===== config.mk =====
export PLATFORM = sky130hd
export DESIGN_NAME = kf6845_axis_timing
export DESIGN_NICKNAME = d
export VERILOG_FILES = /design/src/rtl/kf6845_pkg.sv /design/src/rtl/kf6845_sync_width_counter.sv /design/src/rtl/kf6845_axis_timing.sv
export SDC_FILE = /design/constraint.sdc
export NUM_CORES = 1
export LEC_CHECK = 0
export ABC_AREA = 1
export CAP_MARGIN = 15
export CORE_MARGIN = 2
export CORE_UTILIZATION = 51
export DETAILED_ROUTE_END_ITERATION = 10
export PLACE_DENSITY = 0.76
export SLEW_MARGIN = 20
export SYNTH_ARGS = -nofsm -noshare
export SYNTH_HDL_FRONTEND = slang
export SYNTH_SLANG_ARGS = --single-unit

===== constraint.sdc =====
create_clock -name clock -period 1.8 [get_ports clock]
set_input_delay 0.27 -clock clock [delete_from_list [all_inputs] [get_ports clock]]
set_output_delay 0.27 -clock clock [all_outputs]
set_load 0.03 [all_outputs]

===== src/rtl/kf6845_pkg.sv =====
// KF6845 CRTC shared definitions: mode register field offsets,
// the axis register-set layout and a mode-field helper.
package kf6845_pkg;

  localparam int SKEW_LSB      = 0;
  localparam int DEF_SKEW_BITS = 2;
  localparam int POLARITY_BIT  = SKEW_LSB + DEF_SKEW_BITS;

  // Axis register set at the default widths (8/4/2).
  typedef struct packed {
    logic [7:0] total;
    logic [7:0] displayed;
    logic [7:0] sync_position;
    logic [3:0] sync_width;
    logic [1:0] skew;
    logic       polarity;
  } axis_regs_t;

  // Polarity sits directly above the skew field.
  function automatic int polarity_bit(input int skew_bits);
    return SKEW_LSB + skew_bits;
  endfunction

endpackage


===== src/rtl/kf6845_sync_width_counter.sv =====
// Sync pulse width counter: start loads 1 and raises active; each further
// advance counts until the width is reached. Width 0 means 2^W advances.
// Ports: clock, reset_n, advance, start, width[W-1:0] -> active.
module kf6845_sync_width_counter #(
  parameter int W = 4
) (
  input  logic         clock,
  input  logic         reset_n,
  input  logic         advance,
  input  logic         start,
  input  logic [W-1:0] width,
  output logic         active
);

  logic [W:0] count;
  logic [W:0] limit;

  // One extra bit so the full-range case (2^W) is representable.
  assign limit = (width == '0) ? {1'b1, {W{1'b0}}}
                               : {1'b0, width};

  always_ff @(posedge clock or negedge reset_n) begin
    if (!reset_n) begin
      count  <= '0;
      active <= 1'b0;
    end else if (advance) begin
      if (start) begin
        count  <= {{W{1'b0}}, 1'b1};
        active <= 1'b1;
      end else if (active) begin
        if (count == limit) active <= 1'b0;
        else count <= count + 1'b1;
      end
    end
  end

endmodule


===== src/rtl/kf6845_axis_timing.sv =====
// KF6845 axis timing generator (one instance per axis). Define
// KF6845_AXIS_SHADOW_EN to buffer register writes until the line wrap.
// Ports: clock, reset_n, video_clock_enable, count_enable, internal_data_bus,
// write_* strobes -> position, last_count, half_count, display_end,
// display, sync, sync_active.
module kf6845_axis_timing
  import kf6845_pkg::*;
#(
  parameter int COUNTER_WIDTH   = 8,
  parameter int SYNC_WIDTH_BITS = 4,
  parameter int SKEW_BITS       = 2
) (
  input  logic                     clock,
  input  logic                     reset_n,
  input  logic                     video_clock_enable,
  input  logic                     count_enable,
  input  logic [COUNTER_WIDTH-1:0] internal_data_bus,
  input  logic                     write_total_register,
  input  logic                     write_displayed_register,
  input  logic                     write_sync_position_register,
  input  logic                     write_sync_width_register,
  input  logic                     write_mode_register,
  output logic [COUNTER_WIDTH-1:0] position,
  output logic                     last_count,
  output logic                     half_count,
  output logic                     display_end,
  output logic                     display,
  output logic                     sync,
  output logic                     sync_active
);

  localparam int DEPTH   = 1 << SKEW_BITS;
  localparam int POL_BIT = polarity_bit(SKEW_BITS);

  typedef struct packed {
    logic [COUNTER_WIDTH-1:0]   total;
    logic [COUNTER_WIDTH-1:0]   displayed;
    logic [COUNTER_WIDTH-1:0]   sync_position;
    logic [SYNC_WIDTH_BITS-1:0] sync_width;
    logic [SKEW_BITS-1:0]       skew;
    logic                       polarity;
  } regs_t;

  logic  advance;
  regs_t act;
  regs_t wr_base;
  regs_t wr_next;
  logic  use_new;

  assign advance = video_clock_enable & count_enable;

  always_comb begin
    wr_next = wr_base;
    if (write_total_register)
      wr_next.total = internal_data_bus;
    if (write_displayed_register)
      wr_next.displayed = internal_data_bus;
    if (write_sync_position_register)
      wr_next.sync_position = internal_data_bus;
    if (write_sync_width_register)
      wr_next.sync_width = internal_data_bus[SYNC_WIDTH_BITS-1:0];
    if (write_mode_register) begin
      wr_next.skew     = internal_data_bus[SKEW_LSB +: SKEW_BITS];
      wr_next.polarity = internal_data_bus[POL_BIT];
    end
  end

`ifdef KF6845_AXIS_SHADOW_EN
  regs_t shd;

  assign wr_base = shd;
  // The wrap advance itself runs on the old set; the new line's
  // position-0 flags are computed against the committed set.
  assign use_new = advance & (position == act.total);

  always_ff @(posedge clock or negedge reset_n) begin
    if (!reset_n) begin
      shd <= '0;
      act <= '0;
    end else begin
      shd <= wr_next;
      if (use_new) act <= wr_next;
    end
  end
`else
  assign wr_base = act;
  assign use_new = 1'b0;

  always_ff @(posedge clock or negedge reset_n) begin
    if (!reset_n) act <= '0;
    else act <= wr_next;
  end
`endif

  logic [COUNTER_WIDTH-1:0]   eff_total;
  logic [COUNTER_WIDTH-1:0]   eff_displayed;
  logic [COUNTER_WIDTH-1:0]   eff_sync_position;
  logic [SYNC_WIDTH_BITS-1:0] eff_sync_width;
  logic [SKEW_BITS-1:0]       eff_skew;

  assign eff_total         = use_new ? wr_next.total : act.total;
  assign eff_displayed     = use_new ? wr_next.displayed : act.displayed;
  assign eff_sync_position = use_new ? wr_next.sync_position
                                     : act.sync_position;
  assign eff_sync_width    = use_new ? wr_next.sync_width : act.sync_width;
  assign eff_skew          = use_new ? wr_next.skew : act.skew;

  logic [COUNTER_WIDTH-1:0] next_position;
  logic [DEPTH-2:0]         hist;
  logic                     raw_next;
  logic [DEPTH-1:0]         taps;

  // Above total the counter free-runs to its natural overflow.
  assign next_position = (position == act.total) ? '0
                                                 : position + 1'b1;

  // hist[0] is the raw display enable; older bits are its history.
  assign raw_next = (next_position == eff_displayed) ? 1'b0 :
                    (next_position == '0)            ? 1'b1 :
                                                       hist[0];
  assign taps = {hist, raw_next};

  always_ff @(posedge clock or negedge reset_n) begin
    if (!reset_n) begin
      position    <= '0;
      last_count  <= 1'b0;
      half_count  <= 1'b0;
      display_end <= 1'b0;
      display     <= 1'b0;
      hist        <= '0;
    end else if (advance) begin
      position    <= next_position;
      last_count  <= next_position == eff_total;
      half_count  <= next_position == (eff_total >> 1);
      display_end <= next_position == eff_displayed;
      display     <= taps[eff_skew];
      hist        <= taps[DEPTH-2:0];
    end
  end

  kf6845_sync_width_counter #(
    .W(SYNC_WIDTH_BITS)
  ) u_sync_width (
    .clock   (clock),
    .reset_n (reset_n),
    .advance (advance),
    .start   (next_position == eff_sync_position),
    .width   (eff_sync_width),
    .active  (sync_active)
  );

  assign sync = sync_active ^ act.polarity;

endmodule


## Word level (Yosys, flattened, before mapping)

Cells that the tools add are included.

- Input port bits: 17
- Output and inout bits: 14
- Word-level logic and storage cells: 42
- Bits in registers: 52

- Magnitude comparators: 1
- Bitwise operators: 2
- Equal/unequal tests: 7
- Reduce and logical (&&, ||, !) cells: 4
- Add/subtract/negate cells: 2
- Multiplexer cells: 12

Operators with widths:

| cell | count |
|---|---|
| $eq 8x8->1 | 4 |
| $mux 5 | 4 |
| $add 8x1->8 const B | 1 |
| $eq 8x7->1 | 1 |
| $logic_not 8->1 | 1 |
| $mux 8 | 1 |
| $mux 1 | 6 |
| $add 5x1->5 const B | 1 |
| $eq 5x5->1 | 1 |
| $logic_not 4->1 | 1 |
| $lt 2x3->1 const B | 1 |
| $reduce_and 3->1 | 1 |
| $bmux 1 s2 | 1 |
| $ne 2x1->1 const B | 1 |
| $reduce_bool 2->1 | 1 |
| $and 1x1->1 | 1 |
| $xor 1x1->1 | 1 |

## Depth between registers and ports, before layout

Gate-level depths: netlist (run 1).

- Depth in word-level cells: 7
- Depth in mapped cells: 18
- Gate-level depth less buffers: 17

## Cells and area by module

From an unflattened synthesis (run 1), not the netlist that was laid out.

- Cells, all modules: 373
- Area, all modules: 3,054.2 µm²

Modules (own cells, without submodules):

| module | cells each | seq. area each (µm²) | area an instance (µm²) | instances |
|---|---|---|---|---|
| kf6845_axis_timing | 312 | 1,151.1 | 2,613.8 | 1 |
| kf6845_sync_width_counter | 61 | 150.1 | 440.4 | 1 |

## Worst setup path before layout (run 1)

Ideal clock, no wire load.

- Path type: register -> register
- Start: register position[0]
- End: register u_sync_width.count[0]
- Path buffers: 0
- Data required time: 1,683 ps
- Period minus slack after synthesis: 2,072 ps
- Path slack: -272 ps
- Setup time: 117 ps
- Arrival time: 1,955 ps
- Cell stages (with the launch flop): 12
- Path through: dfrtp_1 -> ha_1 -> nand2_1 -> inv_2 -> nand2_1 -> xor2_1 -> nand2_2 -> xor2_1 -> nor3_4 -> nand3_4 -> nand3_1 -> nand2_1

- Word-level cells in the longest chain between the ends: 5
- Elaborated cells between the ends (all ways): 8
- Classes of those cells: add/sub: 1; eq/ne: 3; mux: 2; reduce/logical: 2

Ends and longest elaborated chain:

| item | line | text |
|---|---|---|
| start: declaration | kf6845_axis_timing.sv:23 | `output logic [COUNTER_WIDTH-1:0] position,` |
| start signal: assignment | kf6845_axis_timing.sv:132 | `position <= next_position;` |
| $add 8x1->8 / $eq 8x8->1 (equally long branches) | kf6845_axis_timing.sv:115, kf6845_axis_timing.sv:114 |  |
| $mux 8 (*) | kf6845_axis_timing.sv:114 | `assign next_position = (position == act.total) ? '0` |
| $eq 8x8->1 (*) | kf6845_axis_timing.sv:147 | `.start (next_position == eff_sync_position),` |
| $ne 2x1->1 (no source line) / $reduce_bool 2->1 (equally long branches) | - |  |
| $reduce_and 3->1 (no source line) | - |  |
| end signal: assignment | kf6845_sync_width_counter.sv:28 | `count <= {{W{1'b0}}, 1'b1};` |
| end signal: assignment | kf6845_sync_width_counter.sv:32 | `else count <= count + 1'b1;` |
| end: declaration | kf6845_sync_width_counter.sv:15 | `logic [W:0] count;` |

Mark *: on every way between the ends. The rest lies on a longest branch, timed or not.
A chain may end at the register's enable or synchronous reset.

## Final worst setup path (run 1)

- Start: register position[0]
- End: register half_count

- Word-level cells in the longest chain between the ends: 3
- Elaborated cells between the ends (all ways): 4
- Classes of those cells: add/sub: 1; eq/ne: 2; mux: 1

Ends and longest elaborated chain:

| item | line | text |
|---|---|---|
| $add 8x1->8 / $eq 8x8->1 (equally long branches) | kf6845_axis_timing.sv:115, kf6845_axis_timing.sv:114 |  |
| $mux 8 (*) | kf6845_axis_timing.sv:114 |  |
| $eq 8x7->1 (*) | kf6845_axis_timing.sv:134 | `half_count <= next_position == (eff_total >> 1);` |
| end signal: assignment | kf6845_axis_timing.sv:134 |  |
| end: declaration | kf6845_axis_timing.sv:25 | `output logic half_count,` |

Marks and branches as above.

==> results of run 1 <==
==> sequential cells by signal, indices dropped and copies added (netlist names) <==
name                 count
eff_sync_position        8
eff_sync_width           4
hist                     3
u_sync_width.active      1
act                      1
eff_total                8
eff_skew                 2
last_count               1
half_count               1
u_sync_width.count       5
display_end              1
position                 8
display                  1
eff_displayed            8
==> worst paths after layout <==
kind	slack, ns	endpoint	start
max	-0.24	half_count$_DFFE_PN0P_	position[0]$_DFFE_PN0P_
min	0.47	eff_total[2]$_DFFE_PN0P_	reset_n
max reg2reg	-0.24	half_count$_DFFE_PN0P_	position[0]$_DFFE_PN0P_
min reg2reg	0.50	display_end$_DFFE_PN0P_	display_end$_DFFE_PN0P_
max in group asynchronous	1.08	position[3]$_DFFE_PN0P_	reset_n
min in group clock	0.50	display_end$_DFFE_PN0P_	display_end$_DFFE_PN0P_
==> worst max-delay path: stages, from the launching register on <==
cell and delay [ns]:
dfrtp_2 0.46, ha_4 0.15, nand2_2 0.05, inv_2 0.08
nand2_2 0.07, xor2_2 0.19, inv_2 0.08, nand2_2 0.06
buf_4 0.14, buf_4 0.14, xor2_1 0.14, nor2_1 0.08
o2111ai_1 0.14, o21ai_1 0.18
==> Yosys cell counts <==
library cell / n / area (um2)
o21ai_1: 2 / 10.0
nor3_1: 1 / 5.00
xor2_2: 2 / 32.5
nor3_2: 1 / 10.0
or2_2: 1 / 6.26
buf_12: 1 / 20.0
mux2_2: 7 / 78.8
nand2_4: 2 / 22.5
nor3_4: 1 / 16.3
nand2_1: 108 / 405
xor2_1: 20 / 175
nand3_1: 18 / 90.1
inv_2: 5 / 18.8
clkbuf_1: 7 / 26.3
o21ai_0: 37 / 185
nand2_8: 2 / 40.0
nor2_2: 1 / 6.26
o22ai_1: 1 / 6.26
nand2_2: 5 / 31.3
nand3_4: 1 / 17.5
a211oi_1: 1 / 7.51
dfrtp_1: 52 / 1300
o2111ai_1: 3 / 26.3
xnor2_1: 11 / 96.3
nand4_1: 4 / 25.0
ha_1: 2 / 25.0
inv_1: 44 / 165
and3_1: 1 / 6.26
a21oi_1: 4 / 20.0
nor2_1: 12 / 45.0
nor2_4: 2 / 22.5
==> cell families after synthesis <==
group           after synthesis
flops                        52
buf+inv                      57
mux                           7
xor+xnor                     33
simple gates                160
compound gates               48
fa+ha+maj                     2
==> what timing repair did <==
item,in CTS,in global routing
buffers inserted,1,0
cloned,1,0
endpoints found under the setup margin,14,13
endpoints found under the hold margin,52,0
resized for setup,13,16
pin swaps,16,5
hold buffers,1,0
==> power breakdown <==
part / internal, uW / leakage (uW) / switching, uW
sequential: 1370 / 0.000636 / 200
clock: 284 / 0.0000452 / 422
combinational: 920 / 0.00122 / 1140
==> per-layer routing <==
layer	vias up	track usage, %	wire (um)
met5	-	0	0
met4	0	5.59	75
met1	1176	31.3	3040
met3	8	4.52	327
li1	1266	-	-
met2	57	38.8	3370
==> through the flow <==
step                      setup WS [ns]  area (um2)  utilization [%]  cells  TNS [ns]
final                            -0.238        3850             69.5    506     -2.11
after global routing             -0.385        3850             69.5    506     -3.53
after CTS                        -0.203        3800             68.6    506     -1.72
after detailed placement         -0.218        3640             65.7    495     -1.87
after global placement           -0.181        3640             65.7    495     -1.41
after floorplan                  -0.176        2970                -    359    -0.890
==> cell type report <==
type                            count  area (um2)
Inverter                           49         184
Timing Repair Buffer               74         642
Fill cell                         435        1690
Clock inverter                      3        25.0
Multi-Input combinational cell    251        1530
Tap cell                           72        90.1
Sequential cell                    52        1310
Clock buffer                        5        68.8
==> impl_metrics.env, run 1 <==
export IMPL_track_usage_pct=23.3
export IMPL_grt_overflow=0
export IMPL_grt_pass1_vias=2483
export IMPL_worst_ep_required_time_ns=2.05
export IMPL_crit_type="reg2reg"
export IMPL_powerDensity_nw_per_um2=1130
export IMPL_clockBufferDepth=2
export IMPL_final_cell_mix="nand2_1 (100), dfrtp_1 (44), inv_1 (43), buf_4 (42), o21ai_0 (35)"
export IMPL_status="finished with violations"
export IMPL_setup_ws_ns=-0.238
export IMPL_reg2reg_depth=13
export IMPL_syn_area_per_cell_um2=8.20
export IMPL_worstSetupStartpointType="flip-flop"
export IMPL_ir_worst_vdd_v=0.000583
export IMPL_post_drt_via_cell_ratio=4.95
export IMPL_synth_mux_area_share_pct=2.68
export IMPL_synth_area_um2=2940
export IMPL_grt_setup_unrepaired="true"
export IMPL_cts_root_buffer="clkbuf_8"
export IMPL_portBuffers=30
export IMPL_crit_fanout=5
export IMPL_final_hold_viol_count=0
export IMPL_cts_sinks=52
export IMPL_setup_viol=11
export IMPL_die_x_um=80.0
export IMPL_synthCells=359
export IMPL_yosysUniqueCellTypes=31
export IMPL_p_leak_uw=0.00190
export IMPL_hold_class="in2async"
export IMPL_cts_made_buffers=5
export IMPL_drtIter0Drc=167
export IMPL_syn_num_nets=378
export IMPL_synth_xor_area_share_pct=10.3
export IMPL_drive_gt1_share_pct=26.5
export IMPL_tightest_slew_ns=0.492
export IMPL_synth_top_family_by_area="simple AND/OR/NAND/NOR gates"
export IMPL_routabilityCongestion=0.869
export IMPL_io_pins=31
export IMPL_core_um2=5540
export IMPL_vias=2507
export IMPL_layout_commonest_cell="nand2_1"
export IMPL_remaining_drc_errors=0
export IMPL_firstDrtPassIters=4
export IMPL_yosysWarnings=0
export IMPL_grt_max_degree=53
export IMPL_clk_insertion_delay_late_ns=0.32
export IMPL_worstPathArrival_ns=2.29
export IMPL_syn_to_final_growth_pct=30.8
export IMPL_seq_area_frac_synth_pct=44.2
export IMPL_whs_ns=0.468
export IMPL_wl_mm=6.81
export IMPL_slew_viol_final=0
export IMPL_clk_pin_slew_worst_paths_ns=0.11
export IMPL_die_height_um=80.0
export IMPL_hpwl_mm=5.15
export IMPL_wl_per_cell_um=13.5
export IMPL_synth_adder_area_share_pct=0.850
export IMPL_slew_limit_headroom_pct=67.1
export IMPL_tritoncts="built"
export IMPL_core_rowCount=27
export IMPL_initial_utilization_pct=53.1
export IMPL_ys_ff_latch=52
export IMPL_die_area_um2=6400
export IMPL_synth_simple_area_share_pct=25.5
export IMPL_period_needed_ns=2.04
export IMPL_violations="setup timing"
export IMPL_nets=452
export IMPL_grt_antenna_before_repair=0
export IMPL_fin_skew_ns=0.0146
export IMPL_max_freq_mhz=491
export IMPL_cap_violations=0
export IMPL_fin_crit_sh_pct=113
export IMPL_final_antenna_net_count=0
export IMPL_grt_pass1_wl_mm=11.5
export IMPL_antenna_cells=0
export IMPL_crit_path_end_kind="flip-flop"
export IMPL_synth_compound_area_share_pct=8.67
export IMPL_h_tree_depth=2
export IMPL_finalPower_uw=4340
Note: power is estimated with default switching activity, not from simulation.
==> run 2, diff against run 1 <==
Settings changed: CAP_MARGIN 15 to not set, SLEW_MARGIN 20 to 10.
==> results of run 2 <==
No change in the layout: final DEF, timing and power equal those of run 1.
==> run 3, diff against run 2 <==
Settings changed: CTS_CLUSTER_SIZE set to 12.
==> results of run 3 <==
No change in the layout: final DEF, timing and power equal those of run 1.
